--- config.mk ---
export PLATFORM = sky130hd
export DESIGN_NAME = debounce_fsm_flat
export DESIGN_NICKNAME = d
export VERILOG_FILES = /design/src/rtl/debounce_fsm_if.sv /design/src/rtl/debounce_fsm.sv /design/src/flat_wrapper.sv
export SDC_FILE = /design/constraint.sdc
export NUM_CORES = 1
export LEC_CHECK = 0
export BUFFER_PORTS_ARGS = -buffer_cell sky130_fd_sc_hd__buf_4
export CAP_MARGIN = 40
export CORE_ASPECT_RATIO = 1.4
export CORE_MARGIN = 5
export CORE_UTILIZATION = 35
export DETAILED_ROUTE_END_ITERATION = 10
export SLEW_MARGIN = 10
export SYNTH_ARGS = -nofsm -noshare
export SYNTH_HDL_FRONTEND = slang
export SYNTH_SLANG_ARGS = --single-unit
--- constraint.sdc ---
create_clock -name clk -period 2.7 [get_ports clk]
set_input_delay 0.54 -clock clk [delete_from_list [all_inputs] [get_ports clk]]
set_output_delay 0.54 -clock clk [all_outputs]
set_load 0.01 [all_outputs]
--- src/rtl/debounce_fsm_if.sv ---
// debounce_fsm_if: raw switch input and debounced outputs; db_tick exists only with DEBOUNCE_TICK_EN
interface debounce_fsm_if;
   logic sw;
   logic db_level;
`ifdef DEBOUNCE_TICK_EN
   logic db_tick;
   modport master (output sw, input db_level, input db_tick);
   modport slave (input sw, output db_level, output db_tick);
`else
   modport master (output sw, input db_level);
   modport slave (input sw, output db_level);
`endif
endinterface

--- src/rtl/debounce_fsm.sv ---
// debounce_fsm: synchronizer plus 4-state Moore debouncer; optional db_tick pulse under DEBOUNCE_TICK_EN
module debounce_fsm #(
   parameter int SYNC_STAGES = 2,
   parameter int DB_CYCLES   = 1000000,
   parameter int CNT_W       = 20
) (
   input  logic          clk,
   input  logic          reset_n,
   debounce_fsm_if.slave bus
);
   typedef enum logic [1:0] {ZERO = 2'b00, WAIT1 = 2'b01, ONE = 2'b11, WAIT0 = 2'b10} state_t;
   localparam logic [CNT_W-1:0] RELOAD = CNT_W'(DB_CYCLES - 1);
   logic [SYNC_STAGES-1:0] sync;
   logic                   s;
   state_t                 state;
   logic [CNT_W-1:0]       cnt;
   assign s = sync[SYNC_STAGES-1];
   // Gray-style ring encoding puts the debounced level directly in state bit 1
   assign bus.db_level = state[1];
   // shift raw input through the synchronizer chain
   always_ff @(posedge clk or negedge reset_n)
      if (!reset_n) sync <= '0;
      else sync <= {sync[SYNC_STAGES-2:0], bus.sw};
`ifdef DEBOUNCE_TICK_EN
   logic tick;
   assign bus.db_tick = tick;
`endif
   // debounce FSM: a WAIT state commits only after DB_CYCLES stable samples
   always_ff @(posedge clk or negedge reset_n)
      if (!reset_n) begin
         state <= ZERO;
         cnt   <= '0;
`ifdef DEBOUNCE_TICK_EN
         tick  <= 1'b0;
`endif
      end else begin
`ifdef DEBOUNCE_TICK_EN
         tick <= 1'b0;
`endif
         case (state)
            ZERO:
               if (s) begin
                  state <= WAIT1;
                  cnt   <= RELOAD;
               end
            WAIT1:
               if (!s) state <= ZERO;
               else if (cnt == '0) begin
                  state <= ONE;
`ifdef DEBOUNCE_TICK_EN
                  tick  <= 1'b1;
`endif
               end else cnt <= cnt - CNT_W'(1);
            ONE:
               if (!s) begin
                  state <= WAIT0;
                  cnt   <= RELOAD;
               end
            WAIT0:
               if (s) state <= ONE;
               else if (cnt == '0) state <= ZERO;
               else cnt <= cnt - CNT_W'(1);
            default: state <= ZERO;
         endcase
      end
endmodule

--- src/flat_wrapper.sv ---
// flat-port wrapper written by rule: the top's interface ports become plain ports
module debounce_fsm_flat 
#(
   parameter int SYNC_STAGES = 2,
   parameter int DB_CYCLES   = 1000000,
   parameter int CNT_W       = 20
)
  (clk, reset_n, bus_sw, bus_db_level);
  debounce_fsm_if bus_i ();
  input  logic clk;
  input  logic reset_n;
  input wire logic [$bits(bus_i.sw)-1:0] bus_sw;
  output wire logic [$bits(bus_i.db_level)-1:0] bus_db_level;
  assign bus_i.sw = bus_sw;
  assign bus_db_level = bus_i.db_level;
  debounce_fsm #(.SYNC_STAGES(SYNC_STAGES), .DB_CYCLES(DB_CYCLES), .CNT_W(CNT_W)) u_core (.clk(clk), .reset_n(reset_n), .bus(bus_i));
endmodule
# After elaboration in Yosys (flattened, before gate mapping)
# Index checks and enable logic that the tools add are counted.
# W data, S select, Z words.
# totals
ff_bits	24
input_bits	3
out_inout_bits	1
wordCells	30
# classes
n_addsub	1
eq_ne	9
mux	13
n_reduce_logical	4
# op_table
op	count
$mux W20	5
$pmux W20 S4	1
$logic_not A20 Y1	1
$sub A20 B1 Y20 const B	1
$mux W2	6
$pmux W2 S4	1
$reduce_and A4 Y1	2
$eq A2 B2 Y1 const B	2
$ne A2 B1 Y1 const B	2
$ne A2 B2 Y1 const B	2
$ne A3 B1 Y1 const B	1
$ne A3 B3 Y1 const B	1
$eq A2 B1 Y1 const B	1
$logic_not A2 Y1	1

# Longest topological paths before layout
# logic_depth
ltp_word	4
depth_mapped	8
mapped_depth_nobuf	7

# Least setup slack after synthesis
# OpenSTA, ideal clock, no wires.
# synth_path
path_type	register to register
start	reg u_core.cnt[0]
end	reg u_core.cnt[5]
setup_time_ns	0.133
arrival_time_ns	2.097
required_ns	2.567
slack_ns	0.471
path_stages_with_launch	9
n_path_buf	1
synth_period_minus_slack_ns	2.229
path_cell_list	dfrtp_1 inv_1 ha_1 or4b_1 nor4_4 buf_2 a211oi_1 xnor2_1 nand2_1
# synth_via
elab_chain_cells	4
elab_cells_between_ends	6
classes_between	add/sub (1); mux (4); reduce/logical (1)
# synth_rtl
element	line_no	rtl
from (decl)	debounce_fsm.sv:16	logic [CNT_W-1:0] cnt;
from (signal assigned)	debounce_fsm.sv:53	end else cnt <= cnt - CNT_W'(1);
from (signal assigned)	debounce_fsm.sv:62	else cnt <= cnt - CNT_W'(1);
$sub A20 B1 Y20 or $logic_not A20 Y1 (tied branches)	--	
$mux W20 *	debounce_fsm.sv:48, debounce_fsm.sv:61	
$mux W20, on equally long branches	debounce_fsm.sv:60, debounce_fsm.sv:47	
$pmux W20 S4 *	debounce_fsm.sv:40	case (state)
# Mark *: on every way between the ends. The rest lies on a longest branch, timed or not. The select of a mux whose other input is x is not followed.
# A chain may end at the register's enable or synchronous reset.

# Worst setup path after layout
# layout_path
start	reg u_core.cnt[0]
end	reg u_core.cnt[15]
# Same word-level chain as after synthesis.

==> metrics.txt <==
WP data arrival=between 2 and 3 ns; cts hold-fix bufs=0; remaining antenna violation count=0; FMAX=a little over 400 MHz; final WL=~3000 µm; Longest Clk Path Bufs=2; row count=27; period utilisation layout=90.9%; Die X=64 µm; worst hold slack=between 0.15 and 0.2 ns; internal cell power=roughly 750 µW; GRT Util Overall=about an eighth; fin area=1600 µm²; syn_area_per_cell=9.59 µm²; first-pass GRT wire length=between 5000 and 6000 µm; Detail Route met3 WL=70 µm; Avg WL per Cell=15.2 µm; Psw=about 420 µW; top area cells in the synthesized netlist=dfrtp_1 42%, ha_1 6.1%, xnor2_1 6.1%; cts bufs inserted=3; PortBufs=3; syn nets=around 160; clock power share=27.6%; DR top layer=met4; initial antenna violation count=0; min Tclk post-route=~2.5 ns; EDFF count, synth=0; wl on met1=around 1400 µm; Startpoint Class=flop; Clock Latency Late Sink=0.27 ns; Seq cells post-synth=24; Rel. slew slack=a little over half; slew of the pin with the lowest slew margin=approximately 0.7 ns; crit end category=flop; DRT Pass-1 Iters=4; DR iter-0 viols=47; Final GP Congestion=approximately 0.8; Yosys top cell area share=between 40% and 50%; TNS Setup=0 ns; Reg-to-Reg Start=u_core.cnt[0]$_DFFE_PN0P_; vias per inst=about 5.7; final setup fails=0; Synth async-reset ratio=100%; RSZ-0062 raised after global routing=false; crit path max fanout=9; CTS root buf=clkbuf_8; Post-DP HPWL=approximately 2300 µm; # nets final=around 170; Final Power=between 1000 and 1500 µW; worst min-delay path class=primary input to asynchronous set/reset pin; area leader, netlist=dfrtp_1; register share of total power=about 38%; layout cells sized above 1=a little over a tenth; post-CTS setup repair buffer count=0; Synth cell types=between 40 and 50; largest net degree at the start of global routing=25; CORE AREA=approximately 4000 µm²; vias in the first global route=about 1,200; max_cap viols=0; Pins Over Slew Limit=0; Leak=0.000610 µW; pwr dens=around 740 nW/µm²; IO Pins=4; status=finished clean; metal2 WL=1520 µm; dpl cell area=approximately 1500 µm²; Setup CP Type=flop to flop; Yosys warnings=0; grt ovf=0; skew final=just over 0.006 ns; Fin. Hold Viols=0; CTS Sinks=24; H-tree Lvls=1; peak supply drop=~0.45 mV; Critical path origin=u_core.cnt[0]$_DFFE_PN0P_; top_reg_cell synth=dfrtp_1; Total Die Area=5480 µm²; final core utilization=about two fifths; Post-Syn Instances=~150; diode count=0; Worst Path Required=between 2 and 3 ns; Sw Share=36.2%; Area Overhead vs Synth=11.6%; synthesized area=1430 µm²; Worst-path clk slew=roughly 0.10 ns; die span in y=about 86 µm; vias=approximately 1,100; DRC Markers=0; Initial Util=a little over a third; Gate power share=between 30% and 40%; register area share after synthesis=42.0%; TritonCTS clock tree=done
## power groups by stage
stage | combinational [µW] | sequential (µW) | clock [µW]
after floorplan | 291 | 439 | 0
after global placement | 384 | 446 | 0
after detailed placement | 398 | 450 | 0
after CTS | 402 | 443 | 326
after global routing | 459 | 449 | 344
final | 405 | 444 | 324
## stage by stage
stage                     instances  worst slack, ns
after floorplan                 149            0.471
after global placement          194            0.158
after detailed placement        194            0.117
after CTS                       198           0.0978
after global routing            198           0.0439
final                           198            0.245
## cell usage after synthesis (3+ instances only)
| cell | instances |
|---|---|
| a211oi_1 | 6 |
| xnor2_1 | 10 |
| nor4b_1 | 3 |
| inv_1 | 5 |
| dfrtp_1 | 24 |
| ha_1 | 7 |
| nand2b_1 | 3 |
| or3_1 | 3 |
| nand2_1 | 11 |
| nor3_1 | 6 |
| a21oi_1 | 8 |
| o21ai_0 | 3 |
| or4_1 | 5 |
| nor2_1 | 17 |
## registers in the layout, summed over array words and instances (netlist names)
register,cells
u_core.cnt,20
u_core.sync,2
u_core.state,2
## worst paths after layout
path / cells past startpoint / slack [ns] / end
hold / removal: 1 / 0.15 / u_core.cnt[17]$_DFFE_PN0P_
setup reg to reg: 8 / 0.24 / u_core.cnt[15]$_DFFE_PN0P_
setup / recovery: 8 / 0.24 / u_core.cnt[15]$_DFFE_PN0P_
max in group asynchronous: 1 / 2.30 / u_core.cnt[5]$_DFFE_PN0P_
min in group clk: 0 / 0.36 / u_core.sync[1]$_DFF_PN0_
hold reg to reg: 0 / 0.36 / u_core.sync[1]$_DFF_PN0_
## cells by family (layout without fill, tap and decap cells)
| family | after synthesis | count (layout) | synth area share, % |
|---|---|---|---|
| muxes | 2 | 2 | 1.40 |
| xor gates and xnor gates | 10 | 10 | 6.13 |
| buffers and inverters | 10 | 16 | 2.80 |
| AOI/OAI and AO/OA | 34 | 34 | 16.3 |
| adders and majority gates | 7 | 7 | 6.13 |
| DFF | 24 | 24 | 42.0 |
| and+or+nand+nor | 62 | 62 | 25.2 |
## layer usage
metal | vias to the layer above | GRT usage [%]
met1 | 549 | 15.8
li1 | 558 | -
met4 | 0 | 4.54
met2 | 18 | 20.7
met5 | - | 0
met3 | 2 | 1.97
## layout make-up
cell class / count / area [µm²]
inverters: 5 / 18.8
repair buffers: 7 / 52.6
clock buffers: 3 / 41.3
multi-input cells: 115 / 798
well taps: 43 / 53.8
clock inverters: 1 / 30.0
fillers: 399 / 2360
flip-flops and latches: 24 / 601
## what timing repair did
| action | 4_1_cts | 5_1_grt |
|---|---|---|
| setup endpoints to repair | 0 | 1 |
| endpoints found under the hold margin | 0 | 0 |
| gates resized for setup | 0 | 2 |
## cell usage in the layout, fill, tap and decap left out, types with 5 or more instances in the layout
cell type / count
or4_1: 5
nor2_1: 17
dfrtp_1: 24
nor3_1: 5
xnor2_1: 10
a21oi_1: 8
nand2_1: 11
inv_1: 5
ha_1: 7
buf_4: 7
a211oi_1: 5
## worst max-delay path: stages, from the launching register on
cell,delay [ns]
dfrtp_1,0.41
inv_1,0.14
ha_1,0.15
or4b_1,0.50
nor4_4,0.46
buf_4,0.25
a21o_1,0.22
or4_1,0.13
a21oi_1,0.06
No activity file was read; power rests on OpenSTA's default activity.
